## src/rtl/fpnorm_pipe_pkg.sv

```systemverilog
// Shared types and constants for the normalize/round-prep pipeline.
// Rounding-mode encodings, target mantissa widths and stage bundles.
package fpnorm_pipe_pkg;

  localparam int LZW   = 8;
  localparam int EXT_W = 64;
  localparam int DBL_W = 53;
  localparam int SNG_W = 24;

  localparam logic [2:0] RM_RNE = 3'd0;
  localparam logic [2:0] RM_RZ  = 3'd1;
  localparam logic [2:0] RM_RDN = 3'd2;
  localparam logic [2:0] RM_RUP = 3'd3;
  localparam logic [2:0] RM_RMM = 3'd4;

  typedef struct packed {
    logic        sgn;
    logic [15:0] exp;
    logic [63:0] mant;
  } fp_ext_t;

  typedef struct packed {
    logic           sgn;
    logic [15:0]    exp;
    logic [127:0]   mant;
    logic [2:0]     rm;
    logic           to_dbl;
    logic           to_sng;
    logic [LZW-1:0] lz;
  } s1_t;

  typedef struct packed {
    fp_ext_t a;
    logic    rbit;
    logic    tail;
    logic    rnd;
    logic    is_dbl;
    logic    is_ext;
    logic    to_dbl;
    logic    to_sng;
    logic    zero;
    logic    unf;
    logic    ovf;
  } s2_t;

endpackage

```

## src/rtl/fpnorm_pipe_lzc128.sv

```systemverilog
// Combinational 128-bit leading-zero counter.
// Returns 128 when the input is all zeros.
module lzc128
  import fpnorm_pipe_pkg::*;
(
  input  logic [127:0]   mant,
  output logic [LZW-1:0] cnt
);

  always_comb begin
    cnt = LZW'(128);
    // Ascending scan: the highest set bit is the last to win.
    for (int i = 0; i < 128; i++) begin
      if (mant[i]) cnt = LZW'(127 - i);
    end
  end

endmodule

```

## src/rtl/fpnorm_pipe.sv

```systemverilog
// Two-stage left-normalize and round-prep pipeline feeding fprnd.
// S1 registers the op with its leading-zero count; S2 shifts, splits, rounds.
module fpnorm_pipe
  import fpnorm_pipe_pkg::*;
(
  input  logic         clk,
  input  logic         rst,
  input  logic         stall,
  input  logic         flush,
  input  logic         in_en,
  input  logic         in_sgn,
  input  logic [15:0]  in_exp,
  input  logic [127:0] in_mant,
  input  logic [2:0]   in_rmode,
  input  logic         in_toDBL,
  input  logic         in_toSNG,
  output logic         out_en,
  output logic [80:0]  out_A,
  output logic         out_rbit,
  output logic         out_tail,
  output logic         out_rndbit,
  output logic         out_isDBL,
  output logic         out_isEXT,
  output logic         out_toDBL,
  output logic         out_toSNG,
  output logic         out_zero,
  output logic         out_unf,
  output logic         out_ovf
);

  logic           v1_d, v1_q;
  logic           v2_d, v2_q;
  s1_t            s1_d, s1_q;
  s2_t            s2_d, s2_q;
  s2_t            nxt;
  logic [LZW-1:0] lz;
  logic [127:0]   norm;
  logic [63:0]    mant;
  logic [16:0]    e;
  logic           is_zero, sng, dbl;
  logic           rbit, tail, x, rnd;

  lzc128 u_lzc (
    .mant (in_mant),
    .cnt  (lz)
  );

  always_comb begin
    is_zero = s1_q.lz[7];
    norm    = is_zero ? '0 : s1_q.mant << s1_q.lz[6:0];
    sng     = s1_q.to_sng;
    dbl     = s1_q.to_dbl & ~s1_q.to_sng;
    mant    = '0;
    rbit    = 1'b0;
    tail    = 1'b0;
    unique case (1'b1)
      sng: begin
        mant = 64'(norm[127 -: SNG_W]);
        rbit = norm[127 - SNG_W];
        tail = |(norm << (SNG_W + 1));
      end
      dbl: begin
        mant = 64'(norm[127 -: DBL_W]);
        rbit = norm[127 - DBL_W];
        tail = |(norm << (DBL_W + 1));
      end
      default: begin
        mant = norm[127 -: EXT_W];
        rbit = norm[127 - EXT_W];
        tail = |(norm << (EXT_W + 1));
      end
    endcase
    x = rbit | tail;
    unique case (1'b1)
      s1_q.rm == RM_RZ:  rnd = 1'b0;
      s1_q.rm == RM_RDN: rnd = s1_q.sgn & x;
      s1_q.rm == RM_RUP: rnd = ~s1_q.sgn & x;
      s1_q.rm == RM_RMM: rnd = rbit;
      default:           rnd = rbit & (tail | mant[0]);
    endcase
    e = {1'b0, s1_q.exp} - {9'b0, s1_q.lz};
    nxt.a.sgn  = s1_q.sgn;
    nxt.a.exp  = is_zero ? 16'h0 : e[15:0];
    nxt.a.mant = mant;
    nxt.rbit   = rbit;
    nxt.tail   = tail;
    nxt.rnd    = rnd;
    nxt.is_dbl = dbl;
    nxt.is_ext = ~sng & ~dbl;
    nxt.to_dbl = dbl;
    nxt.to_sng = sng;
    nxt.zero   = is_zero;
    nxt.unf    = ~is_zero & ($signed(e) < 17'sd1);
    nxt.ovf    = ~is_zero & ($signed(e) > 17'sh07ffe);
  end

  always_comb begin
    v1_d = v1_q;
    s1_d = s1_q;
    v2_d = v2_q;
    s2_d = s2_q;
    if (!stall) begin
      v1_d = in_en;
      if (in_en) begin
        s1_d.sgn    = in_sgn;
        s1_d.exp    = in_exp;
        s1_d.mant   = in_mant;
        s1_d.rm     = in_rmode;
        s1_d.to_dbl = in_toDBL;
        s1_d.to_sng = in_toSNG;
        s1_d.lz     = lz;
      end
      v2_d = v1_q;
      if (v1_q) s2_d = nxt;
    end
    if (flush) begin
      v1_d = 1'b0;
      v2_d = 1'b0;
    end
  end

  always_ff @(posedge clk) begin
    if (rst) begin
      v1_q <= 1'b0;
      v2_q <= 1'b0;
      s1_q <= '0;
      s2_q <= '0;
    end else begin
      v1_q <= v1_d;
      v2_q <= v2_d;
      s1_q <= s1_d;
      s2_q <= s2_d;
    end
  end

  assign out_en     = v2_q;
  assign out_A      = s2_q.a;
  assign out_rbit   = s2_q.rbit;
  assign out_tail   = s2_q.tail;
  assign out_rndbit = s2_q.rnd;
  assign out_isDBL  = s2_q.is_dbl;
  assign out_isEXT  = s2_q.is_ext;
  assign out_toDBL  = s2_q.to_dbl;
  assign out_toSNG  = s2_q.to_sng;
  assign out_zero   = s2_q.zero;
  assign out_unf    = s2_q.unf;
  assign out_ovf    = s2_q.ovf;

endmodule

```

## config.mk

```make
export PLATFORM = sky130hd
export DESIGN_NAME = fpnorm_pipe
export DESIGN_NICKNAME = d
export VERILOG_FILES = /design/src/rtl/fpnorm_pipe_pkg.sv /design/src/rtl/fpnorm_pipe_lzc128.sv /design/src/rtl/fpnorm_pipe.sv
export SDC_FILE = /design/constraint.sdc
export NUM_CORES = 1
export LEC_CHECK = 0
export ABC_CLOCK_PERIOD_IN_PS = 6000
export BUFFER_PORTS_ARGS = -buffer_cell sky130_fd_sc_hd__buf_2
export CELL_PAD_IN_SITES_DETAIL_PLACEMENT = 2
export CELL_PAD_IN_SITES_GLOBAL_PLACEMENT = 2
export CORE_MARGIN = 2
export CORE_UTILIZATION = 36
export DETAILED_ROUTE_END_ITERATION = 7
export GPL_TIMING_DRIVEN = 1
export PLACE_DENSITY = 0.82
export SLEW_MARGIN = 10
export SYNTH_ARGS = -nofsm -noshare
export SYNTH_HDL_FRONTEND = slang
export SYNTH_SLANG_ARGS = --single-unit
```

## constraint.sdc

```tcl
create_clock -name clk -period 6 [get_ports clk]
set_clock_uncertainty 0.1 [all_clocks]
set_input_delay 0.9 -clock clk [delete_from_list [all_inputs] [get_ports clk]]
set_output_delay 0.9 -clock clk [all_outputs]
set_load 0.02 [all_outputs]
```

Word level (Yosys, flattened, before mapping)

Index checks and enable logic that the tools add are counted.

Bitwise gates (word level): 14
Multiplexer cells: 134
Reduce and logical (&&, ||, !) cells: 6
Equal/unequal tests: 4
Order comparisons: 2
Shift operators: 1
Add/subtract/negate cells: 1

Operators by type and width:

| cell                                                             | count |
|---|---|
| two-way mux 8 bit                                                | 128 |
| two-way mux 128 bit                                              | 1 |
| case mux 64 bit (2 select lines)                                 | 1 |
| left shift 128 x 7 -> 128 bit                                    | 1 |
| OR reduction 103 bit                                             | 1 |
| OR reduction 74 bit                                              | 1 |
| OR reduction 63 bit                                              | 1 |
| greater-than comparator 17 x 16 -> 1 bit (second input constant) | 1 |
| less-than comparator 17 x 2 -> 1 bit (second input constant)     | 1 |
| subtractor 16 x 8 -> 17 bit                                      | 1 |
| two-way mux 16 bit                                               | 1 |
| bitwise AND 1 bit                                                | 7 |
| == test 3 x 2 -> 1 bit (second input constant)                   | 2 |
| NOT 1 bit                                                        | 5 |
| case mux 1 bit (2 select lines)                                  | 2 |
| case mux 1 bit (4 select lines)                                  | 1 |
| AND reduction 2 bit                                              | 2 |
| == test 3 x 1 -> 1 bit (second input constant)                   | 1 |
| == test 3 bit (second input constant)                            | 1 |
| bitwise OR 1 bit                                                 | 2 |
| OR reduction 2 bit                                               | 1 |

Bits in registers: 250
Output and inout port bits: 92
Input port bits: 155

Depth between registers and ports, before layout

Word-level depth: 128
Depth in mapped cells: 20

Hierarchy

Synthesis repeated with hierarchy kept, for this count alone.

Cell total of the unflattened synthesis: 2735
Area total of the unflattened synthesis: 22007.4 um2

Modules (own cells, without submodules):

| module      | times used | cells an instance | area an instance (um2) |
|---|---|---|---|
| fpnorm_pipe | 1          | 2436              | 20353.3 |
| lzc128      | 1          | 299               | 1654.1 |

Worst setup path before layout

Ideal clock, no wire load.

Kind: register to register
Start: reg s1_q[2] (netlist bit)
End: reg s2_q, in the netlist out_ovf
Slack: 1.783 ns
Data required time: 5.830 ns
Arrival time: 4.047 ns
Cell stages (with the launch flop): 21
Cells stage by stage: dfxtp_1 buf_2 clkinv_1 buf_2 buf_2 buf_2 buf_2 buf_2 buf_2 ha_1 a21o_1 a21oi_1 o21bai_1 a21oi_1 o21bai_1 a21boi_0 nand2b_1 xnor2_1 nor3b_1 nand4_1 a21oi_1

Cells in the longest elaborated chain, start to end: 3

Ends and longest elaborated chain:

| element                                  | line               | text |
|---|---|---|
| start: declaration                       | fpnorm_pipe.sv:33  | `s1_t s1_d, s1_q;` |
| start signal: assignment                 | fpnorm_pipe.sv:126 | `s1_q <= '0;` |
| start signal: assignment                 | fpnorm_pipe.sv:131 | `s1_q <= s1_d;` |
| subtractor 16 x 8 -> 17 bit              | fpnorm_pipe.sv:81  | `e = {1'b0, s1_q.exp} - {9'b0, s1_q.lz};` |
| greater-than comparator 17 x 16 -> 1 bit | fpnorm_pipe.sv:94  | `nxt.ovf = ~is_zero & ($signed(e) > 17'sh07ffe);` |
| bitwise AND 1 bit                        | fpnorm_pipe.sv:94  |  |
| end signal: assignment                   | fpnorm_pipe.sv:127 | `s2_q <= '0;` |
| end signal: assignment                   | fpnorm_pipe.sv:132 | `s2_q <= s2_d;` |
| end: declaration                         | fpnorm_pipe.sv:34  | `s2_t s2_d, s2_q;` |

No other way between the ends.
A chain may end at the register's enable or synchronous reset.

Worst setup path after layout

Start: reg s1_q[3] (netlist bit)
End: reg s2_q, in the netlist out_tail

Cells in the longest elaborated chain, start to end: 4
Elaborated cells on any way between the ends: 6

Ends and longest elaborated chain:

| element                                      | line              | text |
|---|---|---|
| left shift 128 x 7 -> 128 bit *              | fpnorm_pipe.sv:50 | `norm = is_zero ? '0 : s1_q.mant << s1_q.lz[6:0];` |
| two-way mux 128 bit *                        | fpnorm_pipe.sv:50 |  |
| OR reduction 103 bit (tied with other cells) | fpnorm_pipe.sv:60 | `tail = \|(norm << (SNG_W + 1));` |
| case mux 1 bit (2 select lines) *            | fpnorm_pipe.sv:56 | `unique case (1'b1)` |

Mark *: on every way between the ends. The rest lies on a longest branch, timed or not.

==> results.py <==
metrics = {
    "finish": {
        "largest-register": "s1_q",
        "drive_gt1_share_pct": 22.9,
        "fillers": 7383,
        "regArea_um2": 5020,
        "largest_reg_flops": 155,
        "stdcell_count": 4011,
        "syn_to_final_growth_pct": 13.5,
        "fin_area_um2": 26800,
        "multi_input_area_um2": 17300,
        "nets": 3296,
    },
    "global_route": {
        "grt_pass1_wl_um": 207000,
        "overflow": 0,
        "grt_pass1_vias": 28700,
        "antenna_found_initial": 2,
        "grt_max_degree": 146,
        "grtUsageTotal_pct": 41.2,
    },
    "route": {
        "wl_per_cell_um": 35.8,
        "avgViaCountPerCell": 6.82,
        "final_antenna_net_count": 0,
        "drt_iter0_markers": 3133,
        "vias": 27400,
        "wirelength_um": 143000,
        "dr.pass1.iters": 6,
        "drc": 0,
    },
    "floorplanning": {
        "ios": 247,
        "start_util_pct": 36.5,
        "core_region_area_um2": 64700,
        "std_cell_rows": 93,
        "die_h_um": 260,
        "die_area_um2": 67700,
        "die_w_um": 260,
    },
    "clocking": {
        "numClockSinks": 250,
        "cts_tree": "done",
        "postCtsResizedCells": 0,
        "clock_latency_ps": 610,
        "cts_hold_buf": 0,
        "clockBufferDepth": 3,
        "post_cts_buffers": 0,
        "htree_levels": 1,
        "cts_buffers": 29,
        "ctsRootBufferMaster": "clkbuf_16",
        "path_clk_slew_ps": 60,
    },
    "power_and_ir_drop": {
        "ir_drop_v": 0.000217,
        "power_density_nw_per_um2": 185,
        "p_leak_nw": 9.93,
    },
    "setup_path": {
        "critPathCaptureType": "flip-flop",
        "critPathSlowestCell": "dfxtp_4",
        "crit_arrival_ps": 5790,
        "crit_fanout": 67,
        "crit_type": "reg2reg",
        "startpoint": "s1_q[3]$_SDFFE_PP0P_",
        "worstPathRequired_ps": 6330,
        "path_cells": "buf_12 -> mux2_4 -> mux4_2 -> a222oi_1 -> nor2_1 -> a221oi_1 -> or4b_2 -> o41ai_1 -> and2b_1 -> a211oi_1",
        "r2r-start": "s1_q[3]$_SDFFE_PP0P_",
        "worstSetupStartpointType": "flip-flop",
        "max_stage_delay_ps": 920,
    },
    "timing": {
        "slew_headroom_pct": 6.59,
        "tightestPinTransition_ps": 1390,
        "min_period_ps": 5450,
        "min_period_over_period_pct": 90.9,
        "setup_viol": 0,
        "hold_viol_final": 0,
        "hold_ws_ps": 372,
        "slew_viol_final": 0,
        "timing.setup.tns_ps": 0,
        "rsz0062_at_grt": "no",
        "max_freq_mhz": 183,
    },
    "yosys": {
        "synthFlopType": "dfxtp_1",
        "synth_nets": 3157,
        "syn_area_um2": 23600,
        "synth_common_cells": "560 x nand2_1, 312 x nor2_1, 296 x a21oi_1",
        "synth-edff-count": 0,
        "synth_async_sr_flop_share_pct": 0,
        "ys_warn_count": 0,
        "ys_types": 87,
        "yosysTopAreaCell": "dfxtp_1",
        "synth_most_common_cell": "nand2_1",
        "syn_inst": 2993,
        "synthTopCellsByArea": "dfxtp_1 21%, mux4_2 16%, nand2_1 8.9%",
        "syn_avg_cell_area_um2": 7.90,
        "ys_ff_latch": 250,
        "ys_seq_area_share_pct": 21.2,
        "synth_top_area_share_pct": 21.2,
    },
    "run_status": {
        "status": "finished, final reports clean",
    },
    "placement": {
        "dp.cells": 3956,
        "gp_congestion": 1.02,
        "dp_hpwl_um": 108000,
        "portBuffers": 246,
        "placed_area_um2": 25800,
    },
    "run": {
        "maxCapViolCount": 0,
    },
    "worst_hold_path": {
        "min_from": "out_toSNG$_SDFFE_PP0P_",
        "min_path_type": "reg2reg",
    },
}
path summary, 6_finish.rpt:
check	cells after the start	to	slack (ps)
worst max register to register	10	out_tail$_SDFFE_PP0P_	550
worst min register to register	2	out_toSNG$_SDFFE_PP0P_	370
worst max-delay path	10	out_tail$_SDFFE_PP0P_	550
worst min-delay path	2	out_toSNG$_SDFFE_PP0P_	370
logic make-up (layout without fill, tap and decap cells):
| kind of cell | count (synthesis) | after routing | share of synthesized area (%) |
|---|---|---|---|
| adders and majority gates | 9 | 9 | 0.508 |
| xor gates and xnor gates | 13 | 13 | 0.482 |
| buffers and inverters | 302 | 463 | 5.68 |
| AOI/OAI and AO/OA | 821 | 821 | 22.7 |
| DFF | 250 | 250 | 21.2 |
| and+or+nand+nor | 1158 | 1158 | 21.1 |
| other | 0 | 2 | 0 |
| muxes | 440 | 440 | 28.3 |
worst max-delay path, delay by kind of cell, from the launching register on:
family | cells | cell delay, ps
AND/OR/NAND/NOR | 3 | 1080
multiplexers | 2 | 880
AO/OA/AOI/OAI | 4 | 1900
flip-flops | 1 | 920
buffers and inverters | 1 | 400
routing by layer:
layer / vias up / global-route usage, % / share of wire, %
met4: 2 / 19.2 / 5.4
met1: 14100 / 52.5 / 40
met5: - / 0 / 0.0091
li1: 11500 / - / -
met2: 1411 / 69.6 / 48
met3: 336 / 4.78 / 6.8
cells in the final DEF (no fill, tap or decap), types with 14 or more instances in the layout:
cell	synthesis	layout
a211o_1	14	14
a211oi_1	43	43
a21oi_1	296	296
a221oi_1	18	18
a22oi_1	75	75
a31oi_1	19	19
and2_1	16	16
and3_1	15	15
buf_2	63	245
buf_4	17	102
clkbuf_16	0	29
dfxtp_1	250	244
inv_1	46	46
mux2_2	110	110
mux2i_1	156	156
mux4_2	171	171
nand2_1	560	560
nand2b_1	27	25
nand3_1	52	52
nand4_1	16	16
nor2_1	312	311
nor2b_1	20	18
nor3_1	53	53
nor4_1	38	37
o211ai_1	33	33
o21ai_0	98	98
o221ai_1	16	16
o22ai_1	41	41
o31ai_1	18	18
through the flow:
step	setup slack, ps	power [mW]	utilization, %
after floorplan	1780	2.47	-
after global placement	819	2.95	39.9
after detailed placement	703	3.01	39.9
after CTS	655	4.95	41.5
after global routing	420	5.12	41.5
final	545	4.98	41.5
where the power goes:
part | internal, mW | total [mW] | switching [mW]
sequential | 1.71 | 1.83 | 0.115
clock | 1.14 | 1.94 | 0.800
combinational | 0.423 | 1.21 | 0.787
total | 3.27 | 4.98 | 1.70
final cells by class:
| class | instances | share of cell area, % |
|---|---|---|
| Clock inverter | 12 | 0.704 |
| Antenna cell | 2 | 0.0186 |
| Timing Repair Buffer | 357 | 8.14 |
| Tap cell | 855 | 3.99 |
| Clock buffer | 41 | 3.10 |
| Inverter | 53 | 0.746 |
| Sequential cell | 250 | 18.7 |
| Multi-Input combinational cell | 2441 | 64.6 |
Power figures use the tool's default switching activity.
